## src/rtl/ss_axis_pkg.sv

```systemverilog
// Shared types and helpers for the ss_* AXI-Stream blocks (serializer and accumulator).
package ss_axis_pkg;

  typedef enum logic [0:0] {
    ST_IDLE = 1'b0,
    ST_SEND = 1'b1
  } ss_state_e;

  localparam int SS_DEF_WIDTH = 3;
  localparam int SS_DEF_STEPS = 4;

  typedef logic [SS_DEF_WIDTH-1:0]              ss_sample_t;
  typedef logic [SS_DEF_STEPS*SS_DEF_WIDTH-1:0] ss_word_t;

  function automatic int ss_cnt_width(input int steps);
    return (steps < 2) ? 1 : $clog2(steps);
  endfunction

  // Beat position to packed sample position; MSB-first walks the word downwards.
  function automatic int ss_sample_index(input int beat, input int steps, input bit msb_first);
    return msb_first ? (steps - 1 - beat) : beat;
  endfunction

endpackage

```

## src/rtl/ss_beat_counter.sv

```systemverilog
// Saturating up-counter with clear and enable; exposes next value and next-terminal flag
// so the owner can register outputs that line up with the counter itself.
module ss_beat_counter #(
  parameter int MAX = 3,
  parameter int CW  = 2
) (
  input  logic          clk,
  input  logic          rst,
  input  logic          clr_i,
  input  logic          en_i,
  output logic [CW-1:0] cnt_next_o,
  output logic          tc_next_o
);

  logic [CW-1:0] cnt_q;
  logic [CW-1:0] cnt_d;

  // Next count: clear wins, otherwise step while below terminal value.
  always_comb begin
    cnt_d = cnt_q;
    if (clr_i) begin
      cnt_d = {CW{1'b0}};
    end else if (en_i && (cnt_q != CW'(MAX))) begin
      cnt_d = cnt_q + CW'(1'b1);
    end else begin
      cnt_d = cnt_q;
    end
  end

  // Count register.
  always_ff @(posedge clk or posedge rst) begin
    if (rst) begin
      cnt_q <= {CW{1'b0}};
    end else begin
      cnt_q <= cnt_d;
    end
  end

  assign cnt_next_o = cnt_d;
  assign tc_next_o  = (cnt_d == CW'(MAX));

endmodule

```

## src/rtl/ss_serializer_axis.sv

```systemverilog
// AXI-Stream width-down serializer: one NO_OF_STEPS*WIDTH word in, NO_OF_STEPS beats out.
// Define SS_SER_MSB_FIRST_EN to emit the highest sample first.
module ss_serializer_axis
  import ss_axis_pkg::*;
#(
  parameter int WIDTH       = 3,
  parameter int NO_OF_STEPS = 4
) (
  input  logic                         clk,
  input  logic                         rst,
  input  logic                         s_valid,
  output logic                         s_ready,
  input  logic [NO_OF_STEPS*WIDTH-1:0] s_data,
  output logic                         m_valid,
  input  logic                         m_ready,
  output logic [WIDTH-1:0]             m_data,
  output logic                         m_last
);

  localparam int CW = ss_cnt_width(NO_OF_STEPS);
  localparam int DW = NO_OF_STEPS * WIDTH;
`ifdef SS_SER_MSB_FIRST_EN
  localparam bit MSB_FIRST = 1'b1;
`else
  localparam bit MSB_FIRST = 1'b0;
`endif

  ss_state_e        state_q, state_d;
  logic [DW-1:0]    hold_q, hold_d;
  logic             m_valid_q, m_valid_d;
  logic             m_last_q, m_last_d;
  logic [WIDTH-1:0] m_data_q, m_data_d;
  logic             cnt_clr, cnt_en, tc_next;
  logic [CW-1:0]    cnt_next;
  logic             accept, beat_done;

  // A new word may only enter when idle or as the last beat of the current one leaves.
  assign s_ready   = (state_q == ST_IDLE) ? 1'b1 : (m_ready && m_last_q);
  assign accept    = s_valid && s_ready;
  assign beat_done = m_valid_q && m_ready;

  ss_beat_counter #(
    .MAX (NO_OF_STEPS - 1),
    .CW  (CW)
  ) u_cnt (
    .clk        (clk),
    .rst        (rst),
    .clr_i      (cnt_clr),
    .en_i       (cnt_en),
    .cnt_next_o (cnt_next),
    .tc_next_o  (tc_next)
  );

  // Next state, holding register and counter control.
  always_comb begin
    state_d = state_q;
    hold_d  = hold_q;
    cnt_clr = 1'b0;
    cnt_en  = 1'b0;
    case (state_q)
      ST_IDLE: begin
        if (accept) begin
          hold_d  = s_data;
          cnt_clr = 1'b1;
          state_d = ST_SEND;
        end else begin
          state_d = ST_IDLE;
        end
      end
      ST_SEND: begin
        if (accept) begin
          hold_d  = s_data;
          cnt_clr = 1'b1;
          state_d = ST_SEND;
        end else if (beat_done && m_last_q) begin
          state_d = ST_IDLE;
        end else if (beat_done) begin
          cnt_en  = 1'b1;
        end else begin
          state_d = ST_SEND;
        end
      end
      default: begin
        state_d = ST_IDLE;
      end
    endcase
  end

  // Output beat for the next cycle, built from next-state values so outputs stay registered.
  always_comb begin
    m_valid_d = (state_d == ST_SEND);
    m_data_d  = {WIDTH{1'b0}};
    m_last_d  = 1'b0;
    if (m_valid_d) begin
      for (int j = 0; j < NO_OF_STEPS; j++) begin
        if (cnt_next == CW'(j)) begin
          m_data_d = hold_d[ss_sample_index(j, NO_OF_STEPS, MSB_FIRST)*WIDTH +: WIDTH];
        end else begin
          m_data_d = m_data_d;
        end
      end
      m_last_d = tc_next;
    end else begin
      m_data_d = {WIDTH{1'b0}};
      m_last_d = 1'b0;
    end
  end

  // FSM state, holding register and registered outputs.
  always_ff @(posedge clk or posedge rst) begin
    if (rst) begin
      state_q   <= ST_IDLE;
      hold_q    <= {DW{1'b0}};
      m_valid_q <= 1'b0;
      m_data_q  <= {WIDTH{1'b0}};
      m_last_q  <= 1'b0;
    end else begin
      state_q   <= state_d;
      hold_q    <= hold_d;
      m_valid_q <= m_valid_d;
      m_data_q  <= m_data_d;
      m_last_q  <= m_last_d;
    end
  end

  assign m_valid = m_valid_q;
  assign m_data  = m_data_q;
  assign m_last  = m_last_q;

endmodule

```

## config.mk

```make
export PLATFORM = sky130hd
export DESIGN_NAME = ss_serializer_axis
export DESIGN_NICKNAME = d
export VERILOG_FILES = /design/src/rtl/ss_axis_pkg.sv /design/src/rtl/ss_beat_counter.sv /design/src/rtl/ss_serializer_axis.sv
export SDC_FILE = /design/constraint.sdc
export NUM_CORES = 1
export LEC_CHECK = 0
export ABC_AREA = 1
export BUFFER_PORTS_ARGS = -buffer_cell sky130_fd_sc_hd__buf_2
export CAP_MARGIN = 20
export CORE_MARGIN = 4
export CORE_UTILIZATION = 50
export DETAILED_ROUTE_END_ITERATION = 10
export MAX_ROUTING_LAYER = met4
export PLACE_DENSITY = 0.76
export SLEW_MARGIN = 20
export SYNTH_ARGS = -nofsm -noshare
export SYNTH_HDL_FRONTEND = slang
export SYNTH_HIERARCHICAL = 1
export SYNTH_SLANG_ARGS = --single-unit
```

## constraint.sdc

```tcl
create_clock -name clk -period 2.4 [get_ports clk]
set_clock_uncertainty 0.15 [all_clocks]
set_input_delay 0.24 -clock clk [delete_from_list [all_inputs] [get_ports clk]]
set_output_delay 0.24 -clock clk [all_outputs]
set_load 0.01 [all_outputs]
```

==> flow_summary_export.csv, run 1 <==
group,metric,value,unit
setup_path,worstPathRequired,2.45,ns
yosys,yosys.cell_types.count,13,
placed_design,dpl_cell_area,1030,um^2
cts,cts_tree,"yes",
layout,multi_input_area,370,um^2
placed_design,gp_congestion,0.849,
cts,clk_pin_slew,0.11,ns
layout,drive_gt1_share,24.3,%
grt,grt_pass1_vias,783,
layout,seqCellArea,475,um^2
sta,setup_viol,0,
grt,grt_use_total,17.2,%
floorplanning,start_util,53.2,%
setup_path,max_stage_delay,0.42,ns
cts,cts-root-buf,"clkbuf_4",
power,p_total,1.33,mW
cts,ctsHoldBuffers,1,
floorplanning,dieArea,2610,um^2
power,power_frac_clock,12.0,%
floorplanning,rows,15,
route,wl,1900,um
setup_path,crit_buf_inv,2,
setup_path,slowest_stage,"dfrtp_1",
setup_path,crit_path_end_kind,"flop",
sta,slew_viol_final,0,
cts,numClockSinks,19,
sta,final.period_utilization,81.3,%
placed_design,detailed_place_hpwl,1470,um
grt,grt_overflow,0,
outcome,status,"complete, no violations",
cts,ctsResizeCount,0,
sta,tns,0,ns
worst_hold_path,hold_class,"in -> reg",
sta,rsz0062_at_grt,"no",
layout,area_delta_synth_final,15.1,%
layout,diodes,0,
layout,nets,154,
setup_path,cp-start-kind,"flop",
power,ir_drop,519,uV
floorplanning,pin_count,22,
yosys,syn_area,928,um^2
grt,grt_antenna_before_repair,0,
placed_design,dp_cells,156,
route,wl_per_cell,11.8,um
sta,layout_setup_ws,0.448,ns
sta,worstMarginPinSlew,0.625,ns
layout,mostFrequentLayoutCells,"nand2_1 (33), nand3_1 (29), buf_2 (21), dfrtp_1 (19), inv_1 (11)",
power,p_per_area,1250,nW/um^2
yosys,avgSynthCellArea,8.22,um^2
layout,layout_commonest_cell,"nand2_1",
setup_path,critPathTopFamily,"simple AND/OR/NAND/NOR gates",
setup_path,crit_type,"reg -> reg",
setup_path,path_max_fanout,5,
setup_path,crit_top_cell,"nor2_1",
cts,clockBufferDepth,2,
sta,fmax,512,MHz
grt,grt_pass1_wl,3230,um
grt,grt_max_degree,18,
cts,post-cts-setup-buffers,0,
placed_design,io_buffer_count,21,
power,p_leak,0.627,nW
yosys,synth.yosys.seq_area_share,51.2,%
placed_design,pre_cts_slack,0.460,ns
sta,slew_headroom,58.3,%
power,pwr-share-seq,39.4,%
run,drv_cap,0,
power,p_sw_share,42.5,%
floorplanning,fp.coreArea,1750,um^2
route,vias,815,
layout,fin_util,61.2,%
yosys,ys_ff_latch,19,
sta,period_needed,1.95,ns
sta,timing.final.hold_violations,0,
floorplanning,die_w,51.1,um
route,ant_nets,0,
route,first_pass_iters,4,
yosys,synthCells,113,
layout,layoutNonFillerInstCount,161,
cts,insertion_delay,0.29,ns
floorplanning,die-height,51.1,um
route,via_per_inst,5.06,
yosys,syn_nets,130,
power,power_frac_comb,48.7,%
power,p_int,0.766,mW
yosys,yosys_warnings,6,
route,drt_iter0_markers,17,
layout,fillers,165,
cts,htreeDepth,1,
power,p_switching,0.567,mW
cts,cts_buffers,3,
setup_path,crit_chain,"ha_1 -> inv_2 -> nand2_1 -> nand2_1 -> nand2_2 -> nor2_1 -> inv_1 -> nor2_1 -> nand3_1 -> nand3_1 -> nor2_1",
layout,final_area,1070,um^2
sta,timing.hold.ws,0.0525,ns
setup_path,arrival,2.00,ns
route,drc,0,
==> kinds of logic (layout without fill, tap and decap cells) <==
family / Yosys count / after routing / synth area share, %
AO/OA/AOI/OAI: 1 / 1 / 0.809
adder cells (fa/ha/maj): 1 / 1 / 1.35
buffers and inverters: 16 / 39 / 8.89
flip-flops: 19 / 19 / 51.2
AND/OR/NAND/NOR: 76 / 76 / 37.7
==> cell type report <==
type	count	area share [%]
Sequential cell	19	44.5
Multi-Input combinational cell	78	34.7
Timing Repair Buffer	22	10.8
Inverter	13	4.57
Tap cell	25	2.93
Clock buffer	3	2.11
Clock inverter	1	0.468
==> registers in the layout, indices dropped and copies added (netlist names) <==
register,flops
hold_q,12
m_data,3
m_last,1
m_valid,1
u_cnt/cnt_q,2
==> path summary, 6_finish.rpt <==
kind                                      from        endpoint  slack [ns]  depth (start not counted)
worst max register to register  u_cnt/cnt_q[0]       m_data[2]        0.45                         11
worst min-delay path                 s_data[6]       hold_q[6]        0.05                          3
min in group asynchronous                  rst  u_cnt/cnt_q[0]        0.18                          3
max in group asynchronous                  rst          m_last        1.28                          3
worst max-delay path            u_cnt/cnt_q[0]       m_data[2]        0.45                         11
worst min register to register       hold_q[5]       hold_q[5]        0.33                          2
==> cell usage after synthesis <==
cell,count,share of area (%)
nor2_1,8,3.2
dfrtp_1,19,51
ha_1,1,1.3
nand2_2,2,1.3
inv_1,11,4.4
nand3_1,29,16
nand2_4,2,2.4
nand2_1,33,13
inv_2,2,0.81
nand3_2,1,1.1
buf_6,3,3.6
a21boi_0,1,0.81
nor2_2,1,0.67
==> worst reg2reg max path, cell delays in order, from the launching register on <==
cell	delay (ns)
dfrtp_1	0.42
ha_1	0.22
inv_2	0.07
nand2_1	0.06
nand2_1	0.08
nand2_2	0.06
nor2_1	0.27
inv_1	0.07
nor2_1	0.20
nand3_1	0.11
nand3_1	0.10
nor2_1	0.05
==> routing by layer <==
layer  track usage [%]  up-vias  wire length [um]
met5                 -        -                 0
met4              8.52        0                40
met3              3.79        6                99
met2              28.1       23               977
met1              19.9      378               783
li1                  -      408                 -
==> power by group through the flow <==
stage	clock, mW	combinational, mW	sequential [mW]
after floorplan	0	0.482	0.539
after global placement	0	0.617	0.530
after detailed placement	0	0.650	0.532
after CTS	0.165	0.653	0.525
after global routing	0.182	0.747	0.541
final	0.159	0.649	0.525
Note: power is estimated with default switching activity, not from simulation.
==> run 2, diff against run 1 <==
--- a/config.mk
+++ b/config.mk
@@ -9,10 +9,10 @@
 export BUFFER_PORTS_ARGS = -buffer_cell sky130_fd_sc_hd__buf_2
 export CAP_MARGIN = 20
 export CORE_MARGIN = 4
-export CORE_UTILIZATION = 50
+export CORE_UTILIZATION = 46
 export DETAILED_ROUTE_END_ITERATION = 10
 export MAX_ROUTING_LAYER = met4
-export PLACE_DENSITY = 0.76
+export PLACE_DENSITY = 0.74
 export SLEW_MARGIN = 20
 export SYNTH_ARGS = -nofsm -noshare
 export SYNTH_HDL_FRONTEND = slang
==> constraint.sdc (replaced) <==
create_clock -name clk -period 1.6 [get_ports clk]
set_clock_uncertainty 0.15 [all_clocks]
set_input_delay 0.16 -clock clk [delete_from_list [all_inputs] [get_ports clk]]
set_output_delay 0.16 -clock clk [all_outputs]
set_load 0.01 [all_outputs]
==> run 2 against run 1 <==
  * The run now ends with setup timing left
  * Critical path depth did not move
  * Combinational power rose by 150%
  * Count of clock-buffer cells in the layout unchanged
  * Maximum frequency grew 18%
  * Flip-flop and latch count did not move
  * Sequential share of layout area down 10 points
  * Via count rose by 14%
  * Non-clock buffer count up 21
  * Highest routed layer unchanged
==> flow_summary_export.csv, run 2 (synthesis gave the netlist of run 1 again) <==
group,metric,value,unit
layout,area_delta_synth_final,50.5,%
route,first_pass_iters,4,
layout,largest_reg_flops,12,
cts,cts_tree,"yes",
floorplanning,die_w,52.9,um
sta,worstMarginPinSlew,0.674,ns
floorplanning,pin_count,22,
outcome,violations,"setup timing",
layout,diodes,0,
floorplanning,rows,15,
setup_path,worstPathRequired,1.65,ns
cts,htreeDepth,1,
placed_design,pre_cts_slack,-0.0787,ns
layout,drive_gt1_share,44.6,%
setup_path,cp-start-kind,"flop",
grt,grt_max_degree,18,
grt,grt_overflow,0,
cts,clk_pin_slew,0.11,ns
grt,grt_antenna_before_repair,0,
power,p_leak,0.745,nW
worst_hold_path,hold_class,"in -> reg",
sta,slew_viol_final,0,
layout,layout_commonest_cell,"nand2_1",
cts,cts_buffers,3,
sta,layout_setup_ws,-0.0477,ns
sta,period_needed,1.65,ns
layout,mostFrequentLayoutCells,"nand2_1 (29), buf_2 (21), nand3_1 (19), dfrtp_1 (19), dlygate4sd3_1 (12)",
route,wl,2500,um
setup_path,r2r-start,"u_cnt/cnt_q[0]",
setup_path,path_max_fanout,5,
sta,final.period_utilization,103,%
setup_path,rr_worst_depth,11,
floorplanning,die-height,52.9,um
worst_hold_path,min_from,"s_data[2]",
setup_path,cp-endpoint,"m_data[1]",
power,p_per_area,1890,nW/um^2
cts,numClockSinks,19,
sta,fmax,607,MHz
layout,fillers,137,
route,wl_per_cell,13.7,um
cts,clockBufferDepth,2,
route,drc,0,
layout,seqCellArea,475,um^2
floorplanning,dieArea,2800,um^2
setup_path,crit_path_end_kind,"flop",
sta,slew_headroom,55.0,%
setup_path,reg2reg_to,"m_data[1]",
grt,grt_use_total,20.7,%
layout,top_register,"hold_q",
layout,fin_util,76.8,%
placed_design,detailed_place_hpwl,1550,um
sta,setup_viol,3,
setup_path,startpoint,"u_cnt/cnt_q[0]",
route,vias,928,
route,drt_iter0_markers,19,
placed_design,io_buffer_count,21,
sta,timing.final.hold_violations,0,
outcome,status,"finished with violations",
power,ir_drop,1230,uV
placed_design,gp_congestion,0.869,
run,drv_cap,0,
sta,rsz0062_at_grt,"yes",
setup_path,arrival,1.70,ns
cts,insertion_delay,0.30,ns
setup_path,crit_type,"reg -> reg",
grt,grt_pass1_vias,932,
grt,grt_pass1_wl,4030,um
floorplanning,start_util,51.0,%
route,via_per_inst,5.10,
cts,cts-root-buf,"clkbuf_4",
floorplanning,fp.coreArea,1820,um^2
power,p_total,2.64,mW
setup_path,r2r_slack,-0.05,ns
route,ant_nets,0,
layout,multi_input_area,497,um^2
layout,nets,175,
## run 2: worst max-delay path, cell delays in order, from the launching register on
cell and delay, ns:
dfrtp_1 0.43, ha_4 0.18, inv_4 0.07, nand2_4 0.04, nand2_1 0.11, nand3_4 0.11, inv_6 0.10, inv_2 0.05
nor2_4 0.11, nand3_2 0.06, nand2_1 0.08, nor2_1 0.06
## run 2: area by class of cell
type,instances,share of cell area (%)
clock buffers,3,1.61
well taps,25,2.24
flip-flops and latches,19,34.0
multi-input cells,78,35.5
clock inverters,1,0.358
repair buffers,43,22.0
inverters,13,4.21
## run 2: worst min path at each step
stage / end / slack [ns] / cells past startpoint
final: hold_q[2] / 0.002 / 3
after global routing: hold_q[2] / 0.02 / 3
after CTS: hold_q[2] / 0.006 / 3
after detailed placement: u_cnt/cnt_q[0] / -0.13 / 2
after global placement: u_cnt/cnt_q[0] / -0.13 / 2
after floorplan: u_cnt/cnt_q[0] / -0.25 / 1
## run 2: repair_timing
item	4_1_cts	5_1_grt
pin swaps	9	10
setup endpoints to repair	4	5
hold buffers	12	0
gates resized for setup	10	22
setup buffers	2	0
hold endpoints to repair	30	0
## run 2: stage by stage
stage | hold WS (ns) | std cells | setup TNS, ns | instance area (um^2)
floorplan | -0.249 | 113 | -0.0573 | 946
global placement | -0.128 | 164 | -0.0944 | 1110
detailed placement | -0.125 | 164 | -0.191 | 1110
CTS | 0.00644 | 182 | -0.165 | 1300
global route | 0.0188 | 182 | -0.378 | 1400
finish | 0.00226 | 182 | -0.113 | 1400
## run 2: per-layer routing
metal / GRT usage [%] / share of wire [%] / up-vias
li1: - / - / 444
met4: 6.81 / 0.88 / 0
met5: - / 0 / -
met3: 3.66 / 5.4 / 4
met1: 22.7 / 38 / 443
met2: 37.6 / 56 / 37
## run 2: power breakdown
group | switching [mW] | internal, mW | total (mW)
Clock | 0.155 | 0.0933 | 0.248
Combinational | 0.918 | 0.683 | 1.60
Sequential | 0.0898 | 0.704 | 0.794
Total | 1.16 | 1.48 | 2.64
